## config.mk

```make
export PLATFORM = sky130hd
export DESIGN_NAME = instr_dcd_burst
export DESIGN_NICKNAME = d
export VERILOG_FILES = /design/src/rtl/instr_dcd_burst.sv
export SDC_FILE = /design/constraint.sdc
export NUM_CORES = 1
export LEC_CHECK = 0
export CAP_MARGIN = 20
export CELL_PAD_IN_SITES_DETAIL_PLACEMENT = 0
export CELL_PAD_IN_SITES_GLOBAL_PLACEMENT = 1
export CORE_ASPECT_RATIO = 1.5
export CORE_UTILIZATION = 38
export DETAILED_ROUTE_END_ITERATION = 7
export GPL_TIMING_DRIVEN = 0
export PLACE_DENSITY = 0.89
export SLEW_MARGIN = 20
export SYNTH_ARGS = -nofsm -noshare
export SYNTH_HDL_FRONTEND = slang
export SYNTH_SLANG_ARGS = --single-unit
```

## constraint.sdc

```tcl
create_clock -name clk -period 2.4 [get_ports clk]
set_clock_uncertainty 0.1 [all_clocks]
set_input_delay 0.48 -clock clk [delete_from_list [all_inputs] [get_ports clk]]
set_output_delay 0.48 -clock clk [all_outputs]
set_load 0.01 [all_outputs]
```

## src/rtl/instr_dcd_burst.sv

```systemverilog
// instr_dcd_burst: SPI byte-stream command decoder producing register read/write strobes with burst auto-increment
module instr_dcd_burst #(
  parameter int ADDR_W = 6,
  parameter int DATA_BYTES = 1
) (
  input  logic                      clk,
  input  logic                      rst,
  input  logic                      cs_active,
  input  logic                      byte_sync,
  input  logic [7:0]                data_in,
  output logic [7:0]                data_out,
  input  logic [8*DATA_BYTES-1:0]   data_read,
  output logic                      read,
  output logic                      write,
  output logic [ADDR_W-1:0]         addr,
  output logic [8*DATA_BYTES-1:0]   data_write,
  output logic                      busy,
  output logic                      frame_err
);
  localparam int DW = 8 * DATA_BYTES;
  localparam int SH = 14 - ADDR_W;
  localparam int LO = ADDR_W > 6 ? ADDR_W - 6 : 0;
  localparam logic [13:0] LO_MASK = 14'((1 << LO) - 1);
  localparam logic [1:0] LAST = 2'(DATA_BYTES - 1);
  typedef enum logic [2:0] {HDR0, HDR1, WDATA, RLOAD, RDATA} state_t;
  state_t state, state_nxt;
  logic rw, burst, hold;
  logic [5:0] hi;
  logic [1:0] byte_cnt;
  logic [DW-1:0] shreg, rd_word, word_in;
  logic [DW+7:0] cat;
  logic [4:0] sh;
  logic last;
  assign busy = state != HDR0;
  assign last = byte_cnt == LAST;
  assign cat = {shreg, data_in};
  assign word_in = cat[DW-1:0];
  assign sh = {LAST - byte_cnt - 2'd1, 3'b000};
  always_comb begin
    state_nxt = state;
    if (!cs_active) state_nxt = HDR0;
    else case (state)
      HDR0:  if (byte_sync && !hold) state_nxt = ADDR_W > 6 ? HDR1 : (data_in[7] ? WDATA : RLOAD);
      HDR1:  if (byte_sync) state_nxt = rw ? WDATA : RLOAD;
      WDATA: if (byte_sync && last && !burst) state_nxt = HDR0;
      RLOAD: state_nxt = byte_sync ? HDR0 : RDATA;
      RDATA: if (byte_sync && last) state_nxt = burst ? RLOAD : HDR0;
      default: state_nxt = HDR0;
    endcase
  end
  always_ff @(posedge clk) begin
    if (rst) begin
      state <= HDR0;
      rw <= 1'b0;
      burst <= 1'b0;
      hold <= 1'b0;
      hi <= '0;
      byte_cnt <= '0;
      shreg <= '0;
      rd_word <= '0;
      addr <= '0;
      data_write <= '0;
      data_out <= '0;
      read <= 1'b0;
      write <= 1'b0;
      frame_err <= 1'b0;
    end else begin
      state <= state_nxt;
      read <= 1'b0;
      write <= 1'b0;
      frame_err <= 1'b0;
      if (write && burst) addr <= addr + 1'b1;
      if (!cs_active) begin
        byte_cnt <= '0;
        data_out <= '0;
        hold <= 1'b0;
        frame_err <= state == WDATA && byte_cnt != 2'd0;
      end else case (state)
        HDR0: if (byte_sync && !hold) begin
          rw <= data_in[7];
          burst <= data_in[6];
          hi <= data_in[5:0];
          byte_cnt <= '0;
          if (ADDR_W <= 6) addr <= ADDR_W'(data_in[5:0]);
          read <= ADDR_W <= 6 && !data_in[7];
        end
        HDR1: if (byte_sync) begin
          addr <= ADDR_W'(({hi, 8'h00} >> SH) | (14'(data_in) & LO_MASK));
          read <= !rw;
        end
        WDATA: if (byte_sync) begin
          shreg <= word_in;
          byte_cnt <= last ? 2'd0 : byte_cnt + 2'd1;
          if (last) begin
            write <= 1'b1;
            data_write <= word_in;
            hold <= !burst;
          end
        end
        RLOAD: if (byte_sync) begin
          frame_err <= 1'b1;
          data_out <= '0;
          hold <= 1'b1;
        end else begin
          rd_word <= data_read;
          data_out <= data_read[DW-1 -: 8];
          byte_cnt <= '0;
        end
        RDATA: if (byte_sync) begin
          // non-last bytes advance the MSB-first byte pointer into the held word
          byte_cnt <= last ? 2'd0 : byte_cnt + 2'd1;
          if (!last) data_out <= 8'(rd_word >> sh);
          else if (burst) begin
            addr <= addr + 1'b1;
            read <= 1'b1;
          end else begin
            data_out <= '0;
            hold <= 1'b1;
          end
        end
        default: ;
      endcase
    end
  end
endmodule

```

==> results of run 1 <==
## path summary, 6_finish.rpt
check,depth (start not counted),endpoint,from,slack [ps]
max,3,busy,state[0],110
min,2,hi[3],hi[3],360
max reg2reg,7,data_write[5],byte_cnt[0],420
min reg2reg,2,hi[3],hi[3],360
## kinds of logic after synthesis
| logic type | share of synthesized area [%] |
|---|---|
| buf+inv | 5.37 |
| fa+ha+maj | 1.55 |
| xor+xnor | 3.62 |
| compound gates | 19.9 |
| mux | 7.02 |
| flops | 38.8 |
| simple gates | 23.7 |
## registers in the layout (all words and copies together), names as in the netlist, 2 cells and up
register    count
hi              6
byte_cnt        2
state           3
rd_word         8
data_write      8
addr            6
data_out        8
## synthesized netlist by cell type (2+ instances only)
master      n
a211oi_1   10
a21o_1      4
a21oi_1    17
a221oi_1    3
a22oi_1    11
a31oi_1     2
a32o_1      2
and2_1      4
buf_1       2
buf_2       8
buf_4       2
clkbuf_1   10
dfxtp_1    47
ha_1        3
inv_1       5
mux2i_1    17
nand2_1    18
nand2b_1    8
nand3_1    16
nand4_1     3
nor2_1     37
nor2b_1     3
nor3_1      7
nor4_1      3
o21ai_0     3
o22a_1      2
o2bb2ai_1   2
o31ai_1     3
o32ai_1     3
or2_2       2
xnor2_1     5
xor2_1      5
## per-stage QoR
stage / power, W / hold slack, ps / setup TNS [ps] / cells
after floorplan: 0.000995 / 336 / 0 / 283
final: 0.00171 / 361 / 0 / 406
after CTS: 0.00171 / 361 / 0 / 406
after detailed placement: 0.00111 / 349 / -513 / 401
after global routing: 0.00178 / 377 / 0 / 406
after global placement: 0.00110 / 344 / -468 / 401
## placed cells by master (no fill, tap or decap), types with 3 or more instances in the layout
| cell | instances |
|---|---|
| dfxtp_1 | 47 |
| clkdlybuf4s50_1 | 44 |
| nor2_1 | 37 |
| nand2_1 | 18 |
| a21oi_1 | 17 |
| mux2i_1 | 17 |
| nand3_1 | 16 |
| a22oi_1 | 11 |
| a211oi_1 | 10 |
| clkbuf_1 | 9 |
| nand2b_1 | 8 |
| buf_2 | 7 |
| nor3_1 | 7 |
| clkbuf_8 | 6 |
| inv_1 | 5 |
| xor2_1 | 5 |
| xnor2_1 | 5 |
| and2_1 | 4 |
| a21o_1 | 4 |
| nor2b_1 | 3 |
| nor4_1 | 3 |
| a221oi_1 | 3 |
| nand4_1 | 3 |
| o31ai_1 | 3 |
| o21ai_0 | 3 |
| o32ai_1 | 3 |
| ha_1 | 3 |
## metal layers
metal  track usage (%)  vias up  share of wire (%)
li1                  -     1111                  -
met1              26.1     1084                 44
met2              31.6       54                 52
met3              3.18        7                3.4
met4              6.06        0                1.3
met5                 0        -                  0
## power by group through the flow
stage	combinational, W	clock (W)	sequential, W
after CTS	0.000264	0.000625	0.000824
after detailed placement	0.000265	0	0.000842
after global routing	0.000290	0.000661	0.000829
final	0.000265	0.000621	0.000824
after floorplan	0.000150	0	0.000845
after global placement	0.000262	0	0.000841
## repair_timing
item,in CTS,in global routing
pin swaps,0,0
gates resized for setup,0,1
endpoints found under the setup margin,1,1
## area by class of cell
class,instances,area (µm²),area share (%)
Inverter,5,18.8,0.612
Buffer,20,103,3.35
Tap cell,74,92.6,3.02
Multi-Input combinational cell,208,1350,44.1
Sequential cell,47,941,30.7
Timing Repair Buffer,44,440,14.4
Clock buffer,6,82.6,2.69
Clock inverter,2,35.0,1.14
## worst reg2reg max path, delay by kind of cell, from the launching register on
| family | cells | cell delay [ps] |
|---|---|---|
| adder cells (fa/ha/maj) | 1 | 160 |
| buffers and inverters | 2 | 350 |
| multiplexers | 1 | 260 |
| flip-flops | 1 | 310 |
| AND/OR/NAND/NOR | 3 | 670 |
==> impl_metrics.toml, run 1 <==
[synth]
synth_area_leaders = "dfxtp_1, mux2i_1, nor2_1, a21oi_1, a22oi_1"
synth_cell_types = 48
synth_top_area_share_pct = 38.8
synth.net_count = 306
syn_avg_cell_area_um2 = 8.56
synth_edf_count = 0
yosysSeqAreaShare_pct = 38.8
syn_area_um2 = 2420
yosysTopAreaCell = "dfxtp_1"
yosys_most_used_dff = "dfxtp_1"
synthesis.yosys.warnings = 0
async_reset_ff_share_pct = 0
synthCells = 283
ys_ff_latch = 47

[worst_hold_path]
min_path_type = "reg -> reg"

[power]
switchingPower_w = 0.000448
switching_share_pct = 26.2
powerDensity_nw_per_um2 = 558
ir_drop_v = 0.000300
p_comb_share_pct = 15.5
seq_power_share_pct = 48.2
p_int_w = 0.00126
power.share.clock_pct = 36.3
p_leak_nw = 1.04

[worst_setup_path]
path_class = "reg -> out"
crit_family = "buffers and inverters"
timing.critical_path.buf_inv = 2
max_stage_delay_ps = 490
cp_cell_sequence = "buf_6 > or3_1 > clkdlybuf4s50_1"
end_kind = "output pin"
cp_data_arrival_time_ps = 1710
slowest_stage = "clkdlybuf4s50_1"
cp_max_fo = 28
required_ps = 1820
crit_path_start_kind = "flop"

[clock_network]
cts_tree = "built"
cts_buffers = 5
postCtsSetupRepairBufs = 0
cts_sinks = 47
cts_hold_buf = 0
clk_pin_slew_ps = 90
root_buffer = "clkbuf_8"
htree_num_levels = 2
ctsLongestPathBuffers = 2
clk_latency_ps = 310

[global_route]
grt_start_max_net_pins = 29
antenna_found_initial = 0
grt_pass1_wl_um = 10100
grt_pass1_vias = 2028
grt_overflow = 0
grt_usage_pct = 19.6

[die]
die_h_um = 99.8
core_region_area_um2 = 6130
die_x_um = 67.2
start_util_pct = 39.5
rows = 35
die_area_um2 = 6700
pin_count = 46

[placed_design]
dpl.hpwl_um = 4570
placed_cell_area_um2 = 2960
gp_congestion = 0.858
port_buffers = 44
pre_cts_ws_ps = -87.5

[detailed_routing]
antenna_left = 0
wire_per_inst_um = 15.0
vias_per_cell = 5.56
drtPass1Iterations = 4
vias = 2256
route.detailed.drc = 0
drtIter0Drc = 107
totalWireLength_um = 6080

[finish]
fin_area_um2 = 3060
final_util_pct = 50.0
fillCellCount = 634
drive_gt1_share_pct = 7.83
area_growth_pct = 26.5
diodes = 0
nets = 354

[flow_run]
maxCapViolCount = 0

[sta]
relSlewSlack_pct = 63.7
slew_violations = 0
setup_slack_ps = 106
rsz0062_at_grt = "no"
hold_viol_final = 0
timing.final.crit_share_pct = 95.6
setup_viol = 0
period_needed_ps = 2290
tightest_slew_ps = 542
fmax_mhz = 436

[outcome]
status = "finished, final reports clean"
Power figures use the tool's default switching activity.
==> run 2: changes to the inputs <==
GPL_TIMING_DRIVEN = not set   (was 0)
==> run 2 against run 1 <==
Critical path depth is 1 lower. Clock-buffer cell count is 1 lower. Sequential power is 1% higher. Wire length is 2.0% lower. Hold slack better by 0.71 ps.
==> impl_metrics.toml, run 2 (synthesis gave the netlist of run 1 again) <==
[outcome]
status = "finished, final reports clean"

[clock_network]
cts_hold_buf = 0
ctsLongestPathBuffers = 2
clk_latency_ps = 300
htree_num_levels = 2
cts_resized = 0
root_buffer = "clkbuf_8"
postCtsSetupRepairBufs = 0
cts_tree = "built"
cts_buffers = 5
cts_sinks = 47
clk_pin_slew_ps = 90

[detailed_routing]
vias = 2214
vias_per_cell = 5.51
antenna_left = 0
route.detailed.drc = 0
drtPass1Iterations = 4
totalWireLength_um = 5960
drtIter0Drc = 77
wire_per_inst_um = 14.8

[sta]
relSlewSlack_pct = 66.8
rsz0062_at_grt = "no"
hold_slack_ps = 362
fmax_mhz = 441
timing.final.crit_share_pct = 94.5
slew_violations = 0
setup_viol = 0
tightest_slew_ps = 497
period_needed_ps = 2270
setup-tns-final_ps = 0
setup_slack_ps = 133
hold_viol_final = 0

[finish]
final_cells = 402
reg_top3 = "data_out x8, data_write x8, rd_word x8"
final_common_cell = "dfxtp_1"
final_cell_mix = "dfxtp_1, clkdlybuf4s50_1, nor2_1"
drive_gt1_share_pct = 9.45
area_growth_pct = 27.2
nets = 351
diodes = 0
fin_area_um2 = 3080

[worst_setup_path]
path_class = "reg -> out"
crit_path_start_kind = "flop"
rr_startpoint = "byte_cnt[0]"
required_ps = 1820
cp_max_fo = 13
r2r_slack_ps = 350
cp_data_arrival_time_ps = 1690
end_kind = "output pin"
reg2regPathDepth = 7
r2r_end = "addr[5]"

[global_route]
antenna_found_initial = 0
grt_overflow = 0
grt_pass1_wl_um = 10200
grt_usage_pct = 19.7
grt_pass1_vias = 2159
grt_start_max_net_pins = 26

[placed_design]
port_buffers = 45
dpl.cell_count = 395
gp_congestion = 0.824
pre_cts_ws_ps = 152
dpl.hpwl_um = 4300
placed_cell_area_um2 = 2970

[die]
core_region_area_um2 = 6130
rows = 35
die_h_um = 99.8
die_x_um = 67.2
die_area_um2 = 6700
start_util_pct = 39.5
pin_count = 46

[worst_hold_path]
holdPathStages = 2
whs_endpoint = "rw"
min_path_type = "reg -> reg"
holdCritStartpoint = "rw"

[power]
p_leak_nw = 1.05
ir_drop_v = 0.000305
powerDensity_nw_per_um2 = 545

[flow_run]
maxCapViolCount = 0
[run 2: changes by cell type in the layout (fill, tap and decap cells not counted), sizes merged]
cell / delta
clkdlybuf4s50: +1
clkbuf: -10
clkinv: -1
clkinvlp: +1
buf: +5
[run 2: layout make-up]
| type | count | area, µm² |
|---|---|---|
| fill | 615 | 3050 |
| inverter | 5 | 18.8 |
| clock buffer | 5 | 68.8 |
| tap | 74 | 92.6 |
| timing repair buffer | 61 | 571 |
| clock inverter | 2 | 37.5 |
| multi-input combinational | 208 | 1350 |
| sequential | 47 | 941 |
[run 2: power breakdown]
group	switching [W]	total [W]	internal, W
Combinational	0.000127	0.000257	0.000130
Sequential	0.0000336	0.000836	0.000802
Clock	0.000281	0.000586	0.000305
[run 2: worst max-delay path by stage]
stage,startpoint,to,slack [ps],cells after the start
4_1_cts,state[0],busy,120,2
2_1_floorplan,state[0],busy,580,4
3_3_place_gp,byte_sync,byte_cnt[1],200,6
6_report,state[1],busy,130,2
3_5_place_dp,byte_sync,byte_cnt[1],150,6
5_1_grt,state[0],busy,70,2
[run 2: routing by layer]
metal | track usage [%] | routed length (µm)
met5 | 0 | 0
met2 | 31.3 | 2960
met4 | 9.33 | 102
met3 | 3.98 | 218
met1 | 25.1 | 2680
[run 2: critical path, stage by stage (launching register included)]
cell	delay (ps)
dfxtp_1	470
or3_1	430
clkdlybuf4s50_1	490
[run 2: stage by stage]
step | util, % | power, W
5_1_grt | 50.2 | 0.00175
4_1_cts | 50.2 | 0.00169
3_5_place_dp | 48.5 | 0.00111
3_3_place_gp | 48.5 | 0.00111
6_report | 50.2 | 0.00168
2_1_floorplan | - | 0.000995
==> run 3: changes to the inputs <==
CORE_MARGIN = 2   (was not set)
PLACE_DENSITY = not set   (was 0.89)
PLACE_DENSITY_LB_ADDON = 0.1   (was not set)
==> run 3 against run 2 <==
Via count is 1.2% higher. Register-to-register slack improved by 50 ps. Critical endpoint unchanged. Largest cell class unchanged. Clock-buffer cell count increased by 1. Core utilization is 0.36 points lower. Highest routed layer unchanged. First-iteration DRC count decreased by 23%. Sequential share of layout area is the same. Power is 3.6% lower. Non-clock buffer count increased by 1. Hold slack barely moved. Combinational power grew 2%. Largest power group unchanged. Global-route usage fell by 0.66 points. Flip-flop and latch count is the same.
==> impl_metrics.toml, run 3 (synthesis gave the netlist of run 1 again) <==
[worst_hold_path]
whs_endpoint = "rw"
holdCritStartpoint = "rw"
holdPathStages = 2
min_path_type = "reg -> reg"

[global_route]
grt_usage_pct = 19.1
busiest_layer = "met2"
use_met1_pct = 21.9
grt_use_met2_pct = 34.5
grt_pass1_vias = 2236
grt_start_max_net_pins = 27
grt_overflow = 0
antenna_found_initial = 0
grt_pass1_wl_um = 10800
grtUsageMet3_pct = 3.58

[finish]
fillCellCount = 627
drive_gt1_share_pct = 10.0
nets = 352
area_growth_pct = 27.2
diodes = 0
final_cells = 404
fin_area_um2 = 3080
final_common_cell = "dfxtp_1"
reg_top3 = "data_out x8, data_write x8, rd_word x8"
final_cell_mix = "dfxtp_1, clkdlybuf4s50_1, nor2_1"

[clock_network]
cts_hold_buf = 0
cts_sinks = 47
cts_resized = 0
clk_pin_slew_ps = 90
htree_num_levels = 2
root_buffer = "clkbuf_8"
cts_tree = "built"
cts_buffers = 5
clk_latency_ps = 310
ctsLongestPathBuffers = 2
postCtsSetupRepairBufs = 0

[detailed_routing]
vias_per_cell = 5.54
drtPass1Iterations = 4
antenna_left = 0
totalWireLength_um = 6350
route.detailed.drc = 0
vias = 2240
wire_per_inst_um = 15.7
drtIter0Drc = 59

[worst_setup_path]
end_kind = "output pin"
cp_data_arrival_time_ps = 1630
rr_startpoint = "byte_cnt[0]"
r2r_slack_ps = 400
cp_max_fo = 13
reg2regPathDepth = 7
crit_path_start_kind = "flop"
r2r_end = "addr[5]"
path_class = "reg -> out"
required_ps = 1820

[flow_run]
maxCapViolCount = 0

[sta]
relSlewSlack_pct = 68.7
setup_viol = 0
setup_slack_ps = 192
timing.final.crit_share_pct = 92.0
rsz0062_at_grt = "no"
period_needed_ps = 2210
slew_violations = 0
fmax_mhz = 453
tightest_slew_ps = 467
hold_viol_final = 0
setup-tns-final_ps = 0
hold_slack_ps = 362

[power]
switchingPower_w = 0.000450
p_int_w = 0.00117
seq_power_share_pct = 51.5
p_leak_nw = 1.06
powerDensity_nw_per_um2 = 526
ir_drop_v = 0.000318
power.share.clock_pct = 32.3
switching_share_pct = 27.8
p_comb_share_pct = 16.2

[placed_design]
dpl.cell_count = 396
placed_cell_area_um2 = 2980
dpl.hpwl_um = 4700
gp_congestion = 0.822
pre_cts_ws_ps = 41.3
port_buffers = 45

[die]
rows = 35
pin_count = 46
start_util_pct = 39.2
die_area_um2 = 7040
die_h_um = 102
core_region_area_um2 = 6170
die_x_um = 69.2

[outcome]
status = "finished, final reports clean"
==> run 3: area by class of cell <==
class	instances	area [µm²]	share of cell area, %
sequential	47	941	30.5
clock inverter	2	16.3	0.528
clock buffer	6	82.6	2.68
multi-input combinational	208	1350	43.9
inverter	5	18.8	0.609
tap	74	92.6	3.01
timing repair buffer	62	578	18.8
==> run 3: power by group through the flow <==
stage | clock network, W | logic [W] | registers, W
2_1_floorplan | 0 | 0.000150 | 0.000845
3_3_place_gp | 0 | 0.000262 | 0.000852
3_5_place_dp | 0 | 0.000263 | 0.000852
4_1_cts | 0.000543 | 0.000264 | 0.000834
5_1_grt | 0.000569 | 0.000290 | 0.000839
6_report | 0.000522 | 0.000263 | 0.000834
==> run 3: worst max path at each step <==
stage	from	end	slack, ps	depth (start not counted)
after floorplan	state[0]	busy	580	4
after global placement	byte_sync	byte_cnt[0]	100	6
after detailed placement	byte_sync	byte_cnt[0]	40	6
after CTS	state[1]	busy	180	2
after global routing	state[1]	busy	100	2
final	state[1]	busy	190	2
==> run 3: per-stage QoR <==
step | total power, W | util (%)
floorplan | 0.000995 | -
detailed placement | 0.00112 | 48.3
global placement | 0.00111 | 48.3
global route | 0.00170 | 49.9
finish | 0.00162 | 49.9
CTS | 0.00164 | 49.9
==> run 3: metal layers <==
metal / routed length (µm) / part of all wire (%)
met2: 3200 / 50
met3: 235 / 3.7
met1: 2780 / 44
met5: 0 / 0
met4: 134 / 2.1
==> run 3: worst max-delay path, cell delays in order, from the launching register on <==
cell and delay (ps):
dfxtp_1 450, or3_1 400, clkdlybuf4s50_1 480
